[config.mk]
export PLATFORM = sky130hd
export DESIGN_NAME = resource_lock_scheduler
export DESIGN_NICKNAME = d
export VERILOG_FILES = /design/src/rtl/resource_lock_scheduler.sv
export SDC_FILE = /design/constraint.sdc
export NUM_CORES = 1
export LEC_CHECK = 0
export BUFFER_PORTS_ARGS = -buffer_cell sky130_fd_sc_hd__buf_2
export CAP_MARGIN = 20
export CORE_ASPECT_RATIO = 0.7
export CORE_UTILIZATION = 30
export DETAILED_ROUTE_END_ITERATION = 16
export PLACE_DENSITY = 0.56
export SLEW_MARGIN = 20
export SYNTH_ARGS = -nofsm -noshare
export SYNTH_HDL_FRONTEND = slang
export SYNTH_SLANG_ARGS = --single-unit
[constraint.sdc]
create_clock -name clk -period 1.4 [get_ports clk]
set_input_delay 0.28 -clock clk [delete_from_list [all_inputs] [get_ports clk]]
set_output_delay 0.28 -clock clk [all_outputs]
set_load 0.01 [all_outputs]
[src/rtl/resource_lock_scheduler.sv]
// Round-robin lock controller: one owner at a time, hold-limit revoke,
// and an idle guard gap after every release before the next grant.
module resource_lock_scheduler #(
    parameter int NUM_PORTS  = 4,
    parameter int MAX_HOLD   = 16,
    parameter int GAP_CYCLES = 1
) (
    input  logic                         clk,
    input  logic                         rst,
    input  logic [NUM_PORTS-1:0]         request,
    input  logic [NUM_PORTS-1:0]         done,
    output logic [NUM_PORTS-1:0]         grant,
    output logic [$clog2(NUM_PORTS)-1:0] grant_id,
    output logic                         valid_grant,
    output logic                         timeout,
    output logic [$clog2(NUM_PORTS)-1:0] timeout_id
);
    localparam int IW = $clog2(NUM_PORTS);
    localparam int HW = $clog2(MAX_HOLD + 1);
    localparam int GW = $clog2(GAP_CYCLES + 1);

    typedef enum logic [1:0] {IDLE, OWNED, GAP} state_e;

    state_e               state_q, state_d;
    logic [IW-1:0]        rr_q, rr_d;
    logic [HW-1:0]        hold_q, hold_d;
    logic [GW-1:0]        gap_q, gap_d;
    logic [NUM_PORTS-1:0] grant_q, grant_d;
    logic [IW-1:0]        id_q, id_d;
    logic                 valid_q, valid_d;
    logic                 to_q, to_d;
    logic [IW-1:0]        tid_q, tid_d;

    logic                 pick_found;
    logic [IW-1:0]        pick_idx;
    logic [IW-1:0]        pick_nxt;
    logic [IW:0]          cand;
    logic                 rel;
    logic                 at_max;

    // Scan from the farthest offset down so the nearest hit to rr_q wins.
    always_comb begin
        pick_found = 1'b0;
        pick_idx   = '0;
        cand       = '0;
        for (int i = NUM_PORTS - 1; i >= 0; i--) begin
            cand = {1'b0, rr_q} + (IW+1)'(i);
            if (cand >= (IW+1)'(NUM_PORTS)) begin
                cand = cand - (IW+1)'(NUM_PORTS);
            end
            if (request[cand[IW-1:0]]) begin
                pick_found = 1'b1;
                pick_idx   = cand[IW-1:0];
            end
        end
    end

    assign pick_nxt = (pick_idx == IW'(NUM_PORTS - 1)) ? '0 : pick_idx + IW'(1);
    assign rel      = done[id_q] | ~request[id_q];
    assign at_max   = (hold_q == HW'(MAX_HOLD));

    always_comb begin
        state_d = state_q;
        rr_d    = rr_q;
        hold_d  = hold_q;
        gap_d   = gap_q;
        grant_d = grant_q;
        id_d    = id_q;
        valid_d = valid_q;
        to_d    = 1'b0;
        tid_d   = '0;
        unique case (state_q)
            IDLE: begin
                if (pick_found) begin
                    state_d = OWNED;
                    grant_d = NUM_PORTS'(1) << pick_idx;
                    id_d    = pick_idx;
                    valid_d = 1'b1;
                    hold_d  = HW'(1);
                    rr_d    = pick_nxt;
                end
            end
            OWNED: begin
                if (rel || at_max) begin
                    state_d = GAP;
                    grant_d = '0;
                    id_d    = '0;
                    valid_d = 1'b0;
                    hold_d  = '0;
                    gap_d   = GW'(1);
                    // A release in the limit cycle is a normal release.
                    if (!rel) begin
                        to_d  = 1'b1;
                        tid_d = id_q;
                    end
                end else begin
                    hold_d = hold_q + HW'(1);
                end
            end
            GAP: begin
                if (gap_q == GW'(GAP_CYCLES)) begin
                    state_d = IDLE;
                    gap_d   = '0;
                end else begin
                    gap_d = gap_q + GW'(1);
                end
            end
            default: state_d = IDLE;
        endcase
    end

    always_ff @(posedge clk) begin
        if (rst) begin
            state_q <= IDLE;
            rr_q    <= '0;
            hold_q  <= '0;
            gap_q   <= '0;
            grant_q <= '0;
            id_q    <= '0;
            valid_q <= 1'b0;
            to_q    <= 1'b0;
            tid_q   <= '0;
        end else begin
            state_q <= state_d;
            rr_q    <= rr_d;
            hold_q  <= hold_d;
            gap_q   <= gap_d;
            grant_q <= grant_d;
            id_q    <= id_d;
            valid_q <= valid_d;
            to_q    <= to_d;
            tid_q   <= tid_d;
        end
    end

    assign grant       = grant_q;
    assign grant_id    = id_q;
    assign valid_grant = valid_q;
    assign timeout     = to_q;
    assign timeout_id  = tid_q;
endmodule
==> impl_metrics.env, run 1 <==
export IMPL_status="complete, but fails checks"
export IMPL_violations="setup timing"
export IMPL_cp_end_kind="flop"
export IMPL_ir_drop_mv=0.498
export IMPL_finalInstanceArea_um2=1390
export IMPL_grt_max_degree=13
export IMPL_p_leak_nw=0.578
export IMPL_clock_latency_ns=0.26
export IMPL_dpl_cell_area_um2=1280
export IMPL_finalCritPeriodShare_pct=105
export IMPL_syn_instance_count=114
export IMPL_cap_violations=0
export IMPL_cts_clk_slew_worst_paths_ns=0.08
export IMPL_maxClockFrequency_mhz=678
export IMPL_numCtsBuffers=3
export IMPL_nNetsFinal=166
export IMPL_max_slew_margin_rel_pct=71.1
export IMPL_hold_viol_final=0
export IMPL_slowest_stage="mux4_2"
export IMPL_cp_max_fo=5
export IMPL_post_cts_setup_buffer_count=0
export IMPL_area_growth_pct=37.2
export IMPL_place_detailed_hpwl_um=2000
export IMPL_crit_chain="mux4_2 -> buf_6 -> a32oi_1 -> a21oi_1"
export IMPL_cts_sinks=20
export IMPL_vias=1011
export IMPL_cts_root_buf="clkbuf_8"
export IMPL_fp_dieH_um=50.6
export IMPL_yosysSeqAreaShare_pct=39.5
export IMPL_grt_setup_unrepaired="yes"
export IMPL_synth_distinct_cells=46
export IMPL_hold_slack_ns=0.436
export IMPL_synthArstFlopShare_pct=0
export IMPL_cts_tree="yes"
export IMPL_grtUsageTotal_pct=15.9
export IMPL_ant_nets=0
export IMPL_antenna_found_initial=0
export IMPL_ys_flop_type="dfxtp_1"
export IMPL_fin_crit_ns=1.48
export IMPL_drtIter0Drc=86
export IMPL_worstSetupPathType="reg -> reg"
export IMPL_required_ns=1.55
export IMPL_setup_viol=10
export IMPL_syn_nets=126
export IMPL_portBuffers=19
export IMPL_worstHoldPathType="in -> reg"
export IMPL_ys_warn_count=0
export IMPL_cpPeakStageDelay_ns=0.59
export IMPL_synth_avg_cell_area_um2=8.89
export IMPL_arrival_ns=1.63
export IMPL_vias_per_cell=5.29
export IMPL_wl_per_cell_um=13.8
export IMPL_synth_edf_count=0
export IMPL_wirelength_um=2650
export IMPL_critPathLaunchType="flop"
export IMPL_syn_area_um2=1010
export IMPL_n_antenna_cell=0
export IMPL_core_um2=3190
export IMPL_die_area_um2=3620
export IMPL_synth_seq_cells=20
export IMPL_num_rows=17
export IMPL_finalClockSkew_ns=0.00733
export IMPL_drt_pass1_iter_count=4
export IMPL_final_max_slew_viol_count=0
export IMPL_drc=0
export IMPL_gr_total_overflow=0
export IMPL_grt_pass1_vias=913
export IMPL_power_density_nw_per_um2=1170
export IMPL_setup_ws_ns=-0.0760
export IMPL_die_w_um=71.5
export IMPL_cts_max_path_buffers=2
export IMPL_boundaryPins=20
export IMPL_worst_slew_pin_slew_ns=0.430
export IMPL_h_tree_depth=1
export IMPL_drive_gt1_share_pct=35.3
export IMPL_grt_pass1_wl_um=4330
export IMPL_initial_core_util_pct=31.8
export IMPL_gp_congestion=0.826
power by group:
group          switching, mW  internal (mW)  leakage [nW]
Clock                  0.185          0.202        0.0228
Combinational          0.293          0.263         0.390
Sequential            0.0491          0.640         0.165
timing repair:
action	4_1_cts	5_1_grt
pin swaps	2	4
setup endpoints to repair	9	19
gates resized for setup	4	8
hold buffers	0	0
critical path: cells and delay by family, from the launching register on:
| family | cells | cell delay, ns |
|---|---|---|
| DFF | 1 | 0.35 |
| muxes | 1 | 0.59 |
| buffers and inverters | 1 | 0.17 |
| AOI/OAI and AO/OA | 2 | 0.25 |
logic make-up after synthesis:
| kind of cell | after synthesis | share of synthesized area [%] |
|---|---|---|
| AO/OA/AOI/OAI | 33 | 23.3 |
| flip-flops | 20 | 39.5 |
| buffers and inverters | 9 | 4.20 |
| adder cells (fa/ha/maj) | 2 | 2.47 |
| multiplexers | 2 | 3.21 |
| AND/OR/NAND/NOR | 48 | 27.3 |
layout by cell type, fill, tap and decap left out, types with 2 or more instances in the layout:
cell	instances
clkbuf_8	3
a32oi_1	2
nand2_1	6
dfxtp_1	18
inv_1	5
nand3_1	10
nor3_1	3
a21o_1	2
buf_6	2
ha_1	2
o22ai_1	2
nor2b_1	10
and3_1	2
buf_4	17
or3_1	2
a21oi_1	6
o21ai_0	3
buf_2	19
nor2_1	4
worst paths after layout:
path                    start        end  slack (ns)  cells after the start
setup / recovery  grant_id[1]  hold_q[4]       -0.08                      4
hold / removal            rst  hold_q[2]        0.44                      3
hold reg to reg      grant[0]   grant[0]        0.49                      2
setup reg to reg  grant_id[1]  hold_q[4]       -0.08                      4
registers in the layout, summed over array words and instances (netlist names):
signal / count
gap_q: 1
grant: 4
grant_id: 2
hold_q: 5
rr_q: 2
state_q: 2
timeout: 1
timeout_id: 2
valid_grant: 1
cells in the mapped netlist (all sizes together) (2+ instances only):
library cell	count	share of area, %
nor2	4	1.5
nor4b	2	1.7
a21oi	7	3.8
o32ai	2	1.7
a32oi	2	1.7
nor2b	10	6.2
buf	2	1.6
or3	2	1.2
nand3	10	4.9
nor4	2	1.9
dfxtp	20	40
nand2	6	2.2
and3	2	1.2
ha	2	2.5
a21o	2	1.5
o22ai	3	1.9
nor3	4	2.0
o21ai	4	2.0
inv	5	1.9
final cells by class:
| class | instances | area, µm² |
|---|---|---|
| inverters | 6 | 22.5 |
| flip-flops and latches | 20 | 405 |
| repair buffers | 38 | 245 |
| well taps | 38 | 47.5 |
| multi-input cells | 85 | 624 |
| clock buffers | 4 | 45.0 |
| fillers | 330 | 1800 |
per-layer routing:
metal	global-route usage, %	vias to the layer above	share of wire (%)
met5	0	-	0
met4	3.92	0	0.79
met3	6.43	4	5.4
met2	22.7	30	41
met1	22.2	465	53
li1	-	512	-
through the flow:
| stage | TNS [ns] | utilization (%) | worst slack [ns] | std cells | power [mW] |
|---|---|---|---|---|---|
| 5_1_grt | -0.863 | 43.6 | -0.113 | 191 | 1.74 |
| 4_1_cts | -0.215 | 42.5 | -0.0635 | 191 | 1.61 |
| 2_1_floorplan | -0.0725 | - | -0.0515 | 114 | 0.991 |
| 3_3_place_gp | -2.62 | 40.2 | -0.214 | 187 | 1.19 |
| 3_5_place_dp | -2.78 | 40.2 | -0.215 | 187 | 1.20 |
| 6_report | -0.337 | 43.6 | -0.0760 | 191 | 1.63 |
Note: power is estimated with default switching activity, not from simulation.
==> run 2: changes to the inputs <==
Settings changed: CORE_UTILIZATION 30 to 35, PLACE_DENSITY 0.56 to 0.63.
==> run 2 against run 1 <==
Effect of this change:
- the flow still finishes with violations (setup timing)
- core utilization is 12 points higher
- largest cell class unchanged
- critical path depth is 1 lower
- non-clock buffer count is 1 higher
- largest power group unchanged
==> impl_metrics.env, run 2 (same netlist as run 1, synthesis figures left out) <==
export IMPL_status="complete, but fails checks"
export IMPL_violations="setup timing"
export IMPL_fp_dieH_um=47.0
export IMPL_die_w_um=66.3
export IMPL_p_comb_share_pct=33.5
export IMPL_worstHoldPathType="in -> reg"
export IMPL_drt_pass1_iter_count=4
export IMPL_vias=1022
export IMPL_ir_drop_mv=0.533
export IMPL_worstPathBufferInverterCount=0
export IMPL_required_ns=1.55
export IMPL_area_growth_pct=40.9
export IMPL_initial_core_util_pct=39.1
export IMPL_boundaryPins=20
export IMPL_core_um2=2590
export IMPL_arrival_ns=1.63
export IMPL_worst_slew_pin_slew_ns=0.402
export IMPL_seq_area_um2=405
export IMPL_ctsHoldBuffers=0
export IMPL_cp_max_fo=5
export IMPL_clock_latency_ns=0.26
export IMPL_placed_cells=183
export IMPL_hold_path_end="valid_grant"
export IMPL_r2r_start="grant_id[1]"
export IMPL_gr_total_overflow=0
export IMPL_critPathTopFamily="multiplexers"
export IMPL_reg2reg_depth=3
export IMPL_cpPeakStageDelay_ns=0.59
export IMPL_numCtsBuffers=3
export IMPL_ant_nets=0
export IMPL_grt_max_degree=14
export IMPL_holdPathStages=3
export IMPL_max_slew_margin_rel_pct=73.2
export IMPL_num_rows=15
export IMPL_switching_share_pct=31.6
export IMPL_p_leak_nw=0.592
export IMPL_wl_per_cell_um=14.1
export IMPL_worstSetupPathType="reg -> reg"
export IMPL_p_sw_mw=0.534
export IMPL_cp_end_kind="flop"
export IMPL_antenna_found_initial=0
export IMPL_maxClockFrequency_mhz=674
export IMPL_setup_ws_ns=-0.0833
export IMPL_final_cell_count_no_fill=188
export IMPL_nNetsFinal=167
export IMPL_slowest_stage="mux4_2"
export IMPL_cts_tree="yes"
export IMPL_finalCritPeriodShare_pct=106
export IMPL_fin_crit_ns=1.48
export IMPL_portBuffers=19
export IMPL_dpl_cell_area_um2=1280
export IMPL_drive_gt1_share_pct=38.3
export IMPL_n_antenna_cell=0
export IMPL_finalInstanceArea_um2=1430
export IMPL_power_density_nw_per_um2=1180
export IMPL_p_int_mw=1.16
export IMPL_wirelength_um=2660
export IMPL_p_seq_share_pct=40.9
export IMPL_cap_violations=0
export IMPL_grt_pass1_vias=943
export IMPL_ff2ff_setup_slack_ns=-0.08
export IMPL_gp_congestion=0.884
export IMPL_vias_per_cell=5.44
export IMPL_drc=0
export IMPL_cts_root_buf="clkbuf_8"
export IMPL_grt_setup_unrepaired="yes"
export IMPL_place_detailed_hpwl_um=2010
export IMPL_most_common_layout_cells="buf_2 (19), dfxtp_1 (18), buf_4 (18), nand3_1 (10), nor2b_1 (10)"
export IMPL_crit_chain="mux4_2 -> a21o_1 -> a31o_1"
export IMPL_h_tree_depth=1
export IMPL_grtUsageTotal_pct=18.8
export IMPL_clkPwrFrac_pct=25.6
export IMPL_critPathLaunchType="flop"
export IMPL_cts_max_path_buffers=2
export IMPL_final_max_slew_viol_count=0
export IMPL_cts_clk_slew_worst_paths_ns=0.07
export IMPL_drtIter0Drc=33
export IMPL_n_fill_cell=248
export IMPL_die_area_um2=3120
export IMPL_multi_input_area_um2=649
export IMPL_grt_pass1_wl_um=4330
export IMPL_largest_reg_flops=5
export IMPL_r2r_end="valid_grant"
export IMPL_hp_start="rst"
export IMPL_hold_viol_final=0
export IMPL_finalClockSkew_ns=0.00173
export IMPL_final_common_cell="buf_2"
export IMPL_cts_sinks=20
export IMPL_setup_viol=13
export IMPL_regMostFlops="hold_q"
-- run 2: stage by stage --
step | total power [mW] | hold WS (ns) | setup TNS, ns | setup WS [ns] | util [%]
final | 1.69 | 0.424 | -0.451 | -0.0833 | 55.1
after global routing | 1.79 | 0.415 | -1.26 | -0.129 | 55.1
after CTS | 1.66 | 0.409 | -0.315 | -0.0790 | 53.0
after detailed placement | 1.20 | 0.470 | -2.98 | -0.229 | 49.3
after global placement | 1.18 | 0.477 | -2.39 | -0.174 | 49.3
after floorplan | 0.991 | 0.357 | -0.0725 | -0.0515 | -
-- run 2: worst min-delay path, cell delays in order --
cell and delay (ns):
buf_2 0.11, nor4_2 0.06, a31o_1 0.18
-- run 2: power groups by stage --
| stage | logic, mW | clock network (mW) | registers, mW |
|---|---|---|---|
| floorplan | 0.276 | 0 | 0.716 |
| global placement | 0.485 | 0 | 0.697 |
| detailed placement | 0.497 | 0 | 0.700 |
| CTS | 0.526 | 0.449 | 0.688 |
| global route | 0.613 | 0.476 | 0.701 |
| finish | 0.566 | 0.433 | 0.692 |
-- run 2: area by class of cell --
cell class,count,share of cell area [%]
inverter,6,1.58
clock buffer,4,3.86
multi-input combinational,85,45.5
tap,34,2.98
sequential,20,28.4
timing repair buffer,39,17.7
-- run 2: worst max path at each step --
stage                      from           to  slack [ns]  cells past startpoint
floorplan           grant_id[1]  valid_grant       -0.05                      4
global placement     request[3]    hold_q[4]       -0.17                      6
detailed placement   request[3]     grant[0]       -0.23                      7
CTS                 grant_id[1]  grant_id[0]       -0.08                      3
global route        grant_id[1]    hold_q[4]       -0.13                      4
finish              grant_id[1]  valid_grant       -0.08                      3
-- run 2: what timing repair did --
action	CTS	global route
buffers inserted	1	0
setup endpoints to repair	10	18
gates resized for setup	5	9
pin swaps	3	3
-- run 2: metal layers --
metal | share of wire [%] | routed length (µm) | vias to the layer above | GRT usage (%)
met1 | 53 | 1400 | 490 | 25.2
met4 | 0.64 | 17 | 0 | 3.83
met3 | 4.1 | 110 | 2 | 5.83
li1 | - | - | 512 | -
met2 | 42 | 1130 | 18 | 30.4
met5 | 0 | 0 | - | 0
==> run 3: changes to the inputs <==
Settings changed: RECOVER_POWER from default to 100.
==> run 3 against run 2 <==
Effect of this change:
- the run still ends with setup timing left
- clock skew up 0.00051 ns
- core utilization decreased by 0.63 points
- maximum frequency barely moved
- worst setup slack is essentially flat
- critical endpoint unchanged
- largest cell class unchanged
- largest power group unchanged
==> impl_metrics.env, run 3 (same netlist as run 1, synthesis figures left out) <==
export IMPL_status="complete, but fails checks"
export IMPL_violations="setup timing"
export IMPL_cap_violations=0
export IMPL_maxClockFrequency_mhz=674
export IMPL_nNetsFinal=167
export IMPL_grtUsageTotal_pct=18.8
export IMPL_fin_crit_ns=1.48
export IMPL_place_ws_ns=-0.229
export IMPL_finalClockSkew_ns=0.00224
export IMPL_core_um2=2590
export IMPL_arrival_ns=1.63
export IMPL_grt_max_degree=14
export IMPL_portBuffers=19
export IMPL_max_slew_margin_rel_pct=73.9
export IMPL_n_antenna_cell=0
export IMPL_cts_sinks=20
export IMPL_p_total_mw=1.68
export IMPL_holdPathStages=3
export IMPL_initial_core_util_pct=39.1
export IMPL_area_growth_pct=39.3
export IMPL_n_fill_cell=257
export IMPL_vias_per_cell=5.48
export IMPL_cts_root_buf="clkbuf_8"
export IMPL_most_common_layout_cells="dfxtp_1 (18), buf_4 (16), buf_2 (12), nand3_1 (10), nor2b_1 (10)"
export IMPL_tns_ns=-0.468
export IMPL_ff2ff_setup_slack_ns=-0.08
export IMPL_worst_slew_pin_slew_ns=0.391
export IMPL_fp_dieH_um=47.0
export IMPL_vias=1031
export IMPL_p_leak_nw=0.555
export IMPL_hold_viol_final=0
export IMPL_grt_setup_unrepaired="yes"
export IMPL_boundaryPins=20
export IMPL_place_detailed_hpwl_um=2010
export IMPL_final_max_slew_viol_count=0
export IMPL_fin_util_pct=54.5
export IMPL_num_rows=15
export IMPL_largest_reg_flops=5
export IMPL_die_area_um2=3120
export IMPL_antenna_found_initial=0
export IMPL_numCtsBuffers=3
export IMPL_reg2reg_depth=3
export IMPL_critPathLaunch="grant_id[1]"
export IMPL_critPathLaunchType="flop"
export IMPL_grt_pass1_wl_um=4330
export IMPL_hp_start="rst"
export IMPL_cts_clk_slew_worst_paths_ns=0.07
export IMPL_drc=0
export IMPL_h_tree_depth=1
export IMPL_cp_end_kind="flop"
export IMPL_gp_congestion=0.884
export IMPL_hold_path_end="valid_grant"
export IMPL_drtIter0Drc=36
export IMPL_worstHoldPathType="in -> reg"
export IMPL_cts_tree="yes"
export IMPL_wl_per_cell_um=14.1
export IMPL_cp_max_fo=5
export IMPL_final_common_cell="dfxtp_1"
export IMPL_regMostFlops="hold_q"
export IMPL_required_ns=1.55
export IMPL_ant_nets=0
export IMPL_finalCritPeriodShare_pct=106
export IMPL_gr_total_overflow=0
export IMPL_setup_ws_ns=-0.0837
export IMPL_power_density_nw_per_um2=1190
export IMPL_clock_latency_ns=0.26
export IMPL_r2r_end="valid_grant"
export IMPL_cts_max_path_buffers=2
export IMPL_ir_drop_mv=0.521
export IMPL_grt_pass1_vias=943
export IMPL_wirelength_um=2650
export IMPL_setup_viol=13
export IMPL_drive_gt1_share_pct=32.5
export IMPL_die_w_um=66.3
export IMPL_r2r_start="grant_id[1]"
export IMPL_drt_pass1_iter_count=4
export IMPL_worstSetupPathType="reg -> reg"
==> run 3: worst max-delay path by stage <==
stage             endpoint  slack (ns)  cells past startpoint
4_1_cts        grant_id[0]       -0.08                      3
3_3_place_gp     hold_q[4]       -0.17                      6
3_5_place_dp      grant[0]       -0.23                      7
2_1_floorplan  valid_grant       -0.05                      4
5_1_grt          hold_q[4]       -0.13                      4
6_report       valid_grant       -0.08                      3
==> run 3: metal layers <==
metal,vias up,part of all wire [%],wire length [µm],track usage [%]
li1,511,-,-,-
met1,500,53,1390,25.2
met2,18,43,1130,30.4
met3,2,4.1,108,5.83
met4,0,0.64,17,3.83
met5,-,0,0,0
==> run 3: critical path, cell delays in order, from the launching register on <==
cell and delay (ns):
dfxtp_4 0.36, mux4_2 0.59, a21o_1 0.25, a31o_1 0.18
==> run 3: repair_timing <==
| item | CTS | global route |
|---|---|---|
| hold buffers | 0 | 0 |
| hold endpoints to repair | 0 | 0 |
| pin swaps | 3 | 3 |
| endpoints found under the setup margin | 10 | 18 |
| buffers inserted | 1 | 0 |
| resized for setup | 5 | 9 |
==> run 3: final cells by class <==
class | instances | area, µm² | share of cell area, %
clock buffers | 4 | 55.1 | 3.90
inverters | 6 | 22.5 | 1.60
multi-input cells | 85 | 649 | 46.0
flip-flops and latches | 20 | 405 | 28.7
well taps | 34 | 42.5 | 3.01
repair buffers | 39 | 236 | 16.8
==> run 3: report_power, final <==
part / total, mW / switching, mW / internal [mW]
Clock: 0.433 / 0.183 / 0.250
Combinational: 0.551 / 0.297 / 0.254
Sequential: 0.693 / 0.0533 / 0.640
==> run 3: stage by stage <==
| stage | hold WS, ns | instances | instance area (µm²) |
|---|---|---|---|
| 2_1_floorplan | 0.357 | 114 | 1020 |
| 3_3_place_gp | 0.477 | 183 | 1280 |
| 3_5_place_dp | 0.470 | 183 | 1280 |
| 4_1_cts | 0.409 | 188 | 1370 |
| 5_1_grt | 0.415 | 188 | 1410 |
| 6_report | 0.420 | 188 | 1410 |
